<file path="config.mk">
export PLATFORM = sky130hd
export DESIGN_NAME = cpu_clock_gen
export DESIGN_NICKNAME = d
export VERILOG_FILES = /design/src/rtl/cpu_clock_gen.sv
export SDC_FILE = /design/constraint.sdc
export NUM_CORES = 1
export LEC_CHECK = 0
export ABC_AREA = 0
export CAP_MARGIN = 20
export CORE_ASPECT_RATIO = 1.2
export CORE_MARGIN = 2
export CORE_UTILIZATION = 55
export CTS_CLUSTER_DIAMETER = 200
export DETAILED_ROUTE_END_ITERATION = 12
export PLACE_DENSITY = 0.79
export SLEW_MARGIN = 20
export SYNTH_ARGS = -nofsm -noshare
export SYNTH_HDL_FRONTEND = slang
export SYNTH_SLANG_ARGS = --single-unit
</file>
<file path="constraint.sdc">
create_clock -name sys_clk -period 2.66 [get_ports sys_clk]
set_clock_uncertainty 0.15 [all_clocks]
set_input_delay 0.798 -clock sys_clk [delete_from_list [all_inputs] [get_ports sys_clk]]
set_output_delay 0.798 -clock sys_clk [all_outputs]
set_load 0.1 [all_outputs]
</file>
<file path="src/rtl/cpu_clock_gen.sv">
// cpu_clock_gen: CPU clock source for the 8-bit core.
// Produces cpu_clk as a free-running divided clock (auto mode) or as single
// manual steps (manual mode), with debounced buttons, a runtime divider and
// a latched halt. cpu_clk_en marks the sys_clk cycle in which cpu_clk rises.

module cpu_clock_gen #(
    parameter int DIV_WIDTH        = 24,
    parameter int DEBOUNCE_CYCLES  = 270000,
    parameter int STEP_HIGH_CYCLES = 1350000
) (
    input  logic                 sys_clk,
    input  logic                 rst_i,
    input  logic                 mode_btn,
    input  logic                 step_btn,
    input  logic                 halt_i,
    input  logic [DIV_WIDTH-1:0] div_i,
    output logic                 cpu_clk,
    output logic                 cpu_clk_en,
    output logic                 mode_o,
    output logic                 halted_o
);

    // Debounce counter only needs to reach DEBOUNCE_CYCLES-1.
    localparam int DEB_W = (DEBOUNCE_CYCLES > 1) ? $clog2(DEBOUNCE_CYCLES) : 1;
    localparam logic [DEB_W-1:0] DEB_LAST = DEB_W'(DEBOUNCE_CYCLES - 1);

    // Manual high-phase counter only needs to reach STEP_HIGH_CYCLES-1.
    localparam int STEP_W = (STEP_HIGH_CYCLES > 1) ? $clog2(STEP_HIGH_CYCLES) : 1;
    localparam logic [STEP_W-1:0] STEP_LAST = STEP_W'(STEP_HIGH_CYCLES - 1);

    // Bit positions of the two buttons inside the shared button vectors.
    localparam int MODE_IDX = 0;
    localparam int STEP_IDX = 1;

    typedef enum logic [0:0] {
        ST_IDLE = 1'b0,
        ST_HIGH = 1'b1
    } step_state_t;

    // Button path state (bit MODE_IDX = mode button, bit STEP_IDX = step button).
    logic [1:0]       btn_raw;
    logic [1:0]       sync1_q;
    logic [1:0]       sync2_q;
    logic [1:0]       level_q;
    logic [1:0]       level_d_q;
    logic [1:0]       press_q;
    logic [DEB_W-1:0] deb_cnt_q [2];

    logic mode_press;
    logic step_press;

    // Clock generator state.
    logic                 mode_q;
    logic                 pend_q;
    logic                 halt_q;
    logic                 clk_q;
    logic                 en_q;
    logic [DIV_WIDTH-1:0] div_cnt_q;
    logic [STEP_W-1:0]    step_cnt_q;
    step_state_t          state_q;

    // Next-state values.
    logic                 mode_next;
    logic                 pend_next;
    logic                 clk_next;
    logic                 en_next;
    logic [DIV_WIDTH-1:0] div_cnt_next;
    logic [STEP_W-1:0]    step_cnt_next;
    step_state_t          state_next;
    logic [DIV_WIDTH-1:0] div_last;
    logic                 halt_block;

    assign btn_raw    = {step_btn, mode_btn};
    assign mode_press = press_q[MODE_IDX];
    assign step_press = press_q[STEP_IDX];

    // Synchronise both buttons, debounce their levels and emit one-cycle press pulses.
    always_ff @(posedge sys_clk or negedge rst_i) begin
        if (!rst_i) begin
            sync1_q   <= '0;
            sync2_q   <= '0;
            level_q   <= '0;
            level_d_q <= '0;
            press_q   <= '0;
            for (int i = 0; i < 2; i++) begin
                deb_cnt_q[i] <= '0;
            end
        end else begin
            sync1_q   <= btn_raw;
            sync2_q   <= sync1_q;
            level_d_q <= level_q;
            press_q   <= level_q & ~level_d_q;
            for (int i = 0; i < 2; i++) begin
                if (sync2_q[i] != level_q[i]) begin
                    if (deb_cnt_q[i] == DEB_LAST) begin
                        level_q[i]   <= sync2_q[i];
                        deb_cnt_q[i] <= '0;
                    end else begin
                        deb_cnt_q[i] <= deb_cnt_q[i] + DEB_W'(1);
                    end
                end else begin
                    deb_cnt_q[i] <= '0;
                end
            end
        end
    end

    // Decide the next clock level, mode, counters and manual-step state.
    always_comb begin
        mode_next     = mode_q;
        pend_next     = pend_q ^ mode_press;
        clk_next      = clk_q;
        div_cnt_next  = div_cnt_q;
        step_cnt_next = step_cnt_q;
        state_next    = state_q;
        halt_block    = halt_q | halt_i;
        div_last      = (div_i == '0) ? '0 : div_i - DIV_WIDTH'(1);

        if (pend_next && !clk_q) begin
            // A pending mode change is only applied while cpu_clk is low,
            // so a high phase is never cut short by switching modes.
            mode_next     = ~mode_q;
            pend_next     = 1'b0;
            div_cnt_next  = '0;
            step_cnt_next = '0;
            state_next    = ST_IDLE;
        end else if (!mode_q) begin
            if (div_cnt_q >= div_last) begin
                div_cnt_next = '0;
                if (clk_q) begin
                    clk_next = 1'b0;
                end else if (!halt_block) begin
                    clk_next = 1'b1;
                end
            end else begin
                div_cnt_next = div_cnt_q + DIV_WIDTH'(1);
            end
        end else begin
            case (state_q)
                ST_IDLE: begin
                    if (step_press && !halt_block) begin
                        state_next    = ST_HIGH;
                        clk_next      = 1'b1;
                        step_cnt_next = '0;
                    end
                end
                ST_HIGH: begin
                    if (step_cnt_q == STEP_LAST) begin
                        state_next    = ST_IDLE;
                        clk_next      = 1'b0;
                        step_cnt_next = '0;
                    end else begin
                        step_cnt_next = step_cnt_q + STEP_W'(1);
                    end
                end
                default: begin
                    state_next = ST_IDLE;
                    clk_next   = 1'b0;
                end
            endcase
        end

        en_next = clk_next & ~clk_q;
    end

    // Register the clock, its rise strobe, mode, halt latch and counters.
    always_ff @(posedge sys_clk or negedge rst_i) begin
        if (!rst_i) begin
            mode_q     <= 1'b0;
            pend_q     <= 1'b0;
            halt_q     <= 1'b0;
            clk_q      <= 1'b0;
            en_q       <= 1'b0;
            div_cnt_q  <= '0;
            step_cnt_q <= '0;
            state_q    <= ST_IDLE;
        end else begin
            mode_q     <= mode_next;
            pend_q     <= pend_next;
            halt_q     <= halt_q | halt_i;
            clk_q      <= clk_next;
            en_q       <= en_next;
            div_cnt_q  <= div_cnt_next;
            step_cnt_q <= step_cnt_next;
            state_q    <= state_next;
        end
    end

    assign cpu_clk    = clk_q;
    assign cpu_clk_en = en_q;
    assign mode_o     = mode_q;
    assign halted_o   = halt_q & ~clk_q;

endmodule

</file>
## After elaboration in Yosys (flattened, before gate mapping)

Cells that the tools add are included.

- Register bits: 99
- Bits of input ports: 29
- Output and inout bits: 4
- Logic and storage cells: 74

- Add/subtract/negate cells: 5
- Magnitude comparators: 1
- Equal/unequal tests: 7
- Multiplexer cells: 27
- Bitwise gates (word level): 9
- Reduce and logical (&&, ||, !) cells: 9

Operator list:

| kind | number |
|---|---|
| $mux W24 | 4 |
| $mux W21 | 4 |
| $mux W19 | 4 |
| $pmux W21 S2 | 1 |
| $add A19 B1 Y19 const B | 2 |
| $eq A19 B19 Y1 const B | 2 |
| $add A24 B1 Y24 const B | 1 |
| $ge A24 B24 Y1 | 1 |
| $logic_not A24 Y1 | 1 |
| $sub A24 B1 Y24 const B | 1 |
| $add A21 B1 Y21 const B | 1 |
| $eq A21 B21 Y1 const B | 1 |
| $mux W1 | 12 |
| $reduce_and A2 Y1 | 3 |
| $pmux W1 S2 | 2 |
| $ne A3 B3 Y1 const B | 1 |
| $not A1 Y1 | 3 |
| $and A1 B1 Y1 | 2 |
| $and A2 B2 Y2 | 1 |
| $logic_and A1 B1 Y1 | 2 |
| $logic_not A1 Y1 | 2 |
| $ne A1 B1 Y1 | 2 |
| $ne A2 B1 Y1 const B | 1 |
| $not A2 Y2 | 1 |
| 3 further kinds | 3 |

## Longest topological paths before layout

- Depth in word-level cells: 8
- Gate-level depth with buffers: 17

## Worst setup path before layout

OpenSTA, ideal clock, no wires.

- Path kind: input to register
- Start point: input div_i[5]
- End point: register div_cnt_q[8]
- Arrival time: 4014 ps
- Required time: 2438 ps
- Slack: -1576 ps
- Stages on the path: 15
- Buffers on the path: 2
- Path through: or4_4 > buf_6 > nor4_4 > nand2_2 > nor3_2 > xor2_1 > nand2_1 > ha_1 > nand4_1 > nor3_1 > a2111oi_2 > o2111ai_2 > buf_4 > o311a_1 > nor2_1

- Word-level cells in the longest chain between the ends: 6
- Elaborated cells on any way between the ends: 7
- Classes of those cells: add/sub (1); order compare (1); mux (4); reduce/logical (1)

Ends and longest elaborated chain:

| element | line | text |
|---|---|---|
| start: declaration | 16 | `input logic [DIV_WIDTH-1:0] div_i,` |
| $sub A24 B1 Y24 / $logic_not A24 Y1 (equally long branches) | 117 | `div_last = (div_i == '0) ? '0 : div_i - DIV_WIDTH'(1);` |
| $mux W24 * | 117 |  |
| $ge A24 B24 Y1 * | 128 | `if (div_cnt_q >= div_last) begin` |
| $mux W24 * | 128 |  |
| $mux W24 * | 127 | `end else if (!mode_q) begin` |
| $mux W24 * | 119 | `if (pend_next && !clk_q) begin` |
| end signal: assignment | 183 | `div_cnt_q <= div_cnt_next;` |
| end: declaration | 58 | `logic [DIV_WIDTH-1:0] div_cnt_q;` |

Every way passes the cells marked *; elsewhere a longest branch is shown, timed or not. The select of a mux whose other input is x is not followed.
A chain may end at the register's enable or synchronous reset.

## Worst setup path after layout

- Start point: input div_i[2]
- End point: register div_cnt_q[18]

Same word-level chain as after synthesis.

==> out/metrics.csv <==
metric,value,unit
status,"complete, but fails checks",
violations,negative setup slack,
endpoint,div_cnt_q[18],
cp_num_cells,18,
rsz0062_at_grt,yes,
crit_required,2740,ps
drive_gt1_frac,0.252,
root_buffer,clkbuf_16,
crit_path_frequent_cell,buf_6,
grt.overflow.total,0,
final_cell_mix,"dfrtp_1, nor2_1, buf_4, nand2_1, xor2_1",
top_layer,met4,
r2r_cells,10,
synth_cell_type_count,60,
htree_levels,3,
power,3.85,mW
final.period_utilization,1.61,
grt_max_degree,43,
startpoint_type,input port,
seq_area_frac_synth,0.414,
drt-total-wl,16.4,mm
coreArea,0.0106,sq mm
grt_pass1_vias,5701,
place.gp.congestion,0.895,
ys_warn_count,0,
row_count,41,
crit_slowest_cell,or4_4,
postSynthCellCount,665,
arrival,4370,ps
cap_viol_max_count,0,
dieArea,0.0117,sq mm
final_area,0.00790,sq mm
tightest_slew,841,ps
clock-sinks,99,
maxSlewHeadroom,0.437,
cp-startpoint,div_i[2],
clk_pin_slew_worst_paths,60,ps
layout_min_cycle_time,4290,ps
finalSetupViolCount,26,
path_buf_inv,5,
cp_top_family,simple AND/OR/NAND/NOR gates,
timing.rr.end,div_cnt_q[18],
critPathCaptureType,flop,
viasPerCell,6.06,
reg2reg_slack,0,ps
place_ws,-2270,ps
path_class,input port to flop,
finalMaxSlewViolations,0,
layout.nets,853,
p_leak,3.57,nW
synth_fp_nets,724,
max_stage_delay,570,ps
drtAntennaViolNets,0,
r2r-start,div_cnt_q[21],
max_freq,233,MHz
grt_pass1_wl,25.9,mm
post-route-util,0.748,
avgSynthCellArea,9.00,sq um
placed_area,0.00699,sq mm
n_fill_cell,693,
synth-edff-count,0,
crit_fanout,6,
port_buffers,32,
drc,0,
hold_violations,0,
met2_length,8.44,mm
avgRoutedWirePerCell,17.7,um
antenna_found_initial,0,
ir_worst_vdd,0.000353,V
clock_path_buffers,2,
synth_area,0.00599,sq mm
synth-main-ff-cell,dfrtp_1,
cts_buffers,9,
min_path_type,flop to flop,
clk_latency,350,ps
path_cells,"buf_6, or4_4, nor4_4, nand2_2, buf_6, nor3_4, xor2_1, nand2_1, ha_1, nand4_1, buf_6, nor4_4, nand2_2, o2111ai_4, buf_4, buf_6, nor3_1, a211o_1",
die_w,99.2,um
start_util,0.566,
routed-wl-met3,704,um
synth_seq_cells,99,
setup_tns,-39340,ps
tritoncts,built,
track_usage,0.269,
first_pass_iters,6,
ctsHoldBuffers,0,
dr.first_iter.drc_count,550,
io_pins,33,
fin_cells,927,
setup_ws,-1630,ps
dp_hpwl,10.4,mm
chipHeight,118,um
holdWs,210,ps
synthToLayoutAreaGrowth,32.0,%
vias,5619,
antenna-diode-count,0,
place_inst,877,
wl_met1,6.67,mm
final_common_cell,dfrtp_1,
power.density,487,mW/mm^2
synthArstFlopShare,1.00,
## kinds of logic after synthesis
| group | Yosys count | share of synthesized area |
|---|---|---|
| xor+xnor | 71 | 0.104 |
| mux | 2 | 0.00376 |
| fa+ha+maj | 30 | 0.0627 |
| buf+inv | 32 | 0.0230 |
| compound gates | 93 | 0.102 |
| flops | 99 | 0.414 |
| simple gates | 338 | 0.291 |
## worst min-delay path by stage
stage / start / to / slack [ps] / cells past startpoint
final: sync1_q[1] / sync2_q[1] / 210 / 0
after global routing: sync1_q[1] / sync2_q[1] / 210 / 0
after CTS: sync1_q[1] / sync2_q[1] / 210 / 0
after detailed placement: sync1_q[1] / sync2_q[1] / 190 / 0
after global placement: sync1_q[1] / sync2_q[1] / 190 / 0
after floorplan: sync1_q[0] / sync2_q[0] / 180 / 0
## state kept, by name (all words and copies together) (netlist names), 2 cells and up
signal,cells
level_q,2
level_d_q,2
sync2_q,2
step_cnt_q,21
press_q,2
div_cnt_q,24
deb_cnt_q,38
sync1_q,2
## cells in the mapped netlist (3+ instances only)
cell type | n | area (sq um)
inv_1 | 14 | 52.6
ha_1 | 30 | 375
clkbuf_1 | 10 | 37.5
or4_1 | 4 | 30.0
nand2b_1 | 9 | 56.3
o311a_1 | 3 | 30.0
a21oi_1 | 19 | 95.1
and2_1 | 8 | 50.1
nor2_1 | 90 | 338
dfrtp_1 | 99 | 2480
buf_2 | 5 | 25.0
xnor2_1 | 29 | 254
nor3_2 | 4 | 40.0
a31oi_1 | 16 | 100
xor2_1 | 42 | 368
nand4_1 | 25 | 156
nand2_1 | 84 | 315
a211oi_1 | 4 | 30.0
o21a_1 | 3 | 22.5
or2_2 | 5 | 31.3
o21ai_0 | 24 | 120
nand3_1 | 32 | 160
or3_1 | 7 | 43.8
and3_1 | 11 | 68.8
nor4_1 | 10 | 62.6
and4_1 | 8 | 70.1
nor3_1 | 18 | 90.1
nor4_2 | 3 | 37.5
nor2b_1 | 5 | 31.3
a22o_1 | 5 | 43.8
## report_power, final
group | switching, mW | internal [mW] | total [mW]
combinational | 0.481 | 0.445 | 0.926
clock | 0.560 | 0.655 | 1.22
sequential | 0.117 | 1.59 | 1.71
## what timing repair did
item,CTS,global route
endpoints found under the hold margin,0,0
cloned,1,0
buffers inserted,22,12
pin swaps,45,33
setup endpoints to repair,26,28
resized for setup,85,43
## layout make-up
| class | instances | area [sq um] | area share |
|---|---|---|---|
| clock inverters | 4 | 27.5 | 0.00348 |
| clock buffers | 11 | 243 | 0.0307 |
| flip-flops and latches | 99 | 2480 | 0.313 |
| multi-input cells | 535 | 3790 | 0.479 |
| inverters | 14 | 52.6 | 0.00665 |
| repair buffers | 135 | 1150 | 0.146 |
| well taps | 129 | 161 | 0.0204 |
## routing by layer
layer,vias up,GRT usage
li1,2634,-
met1,2742,0.331
met2,190,0.475
met3,53,0.0242
met4,0,0.118
met5,-,0
Power figures use the tool's default switching activity.
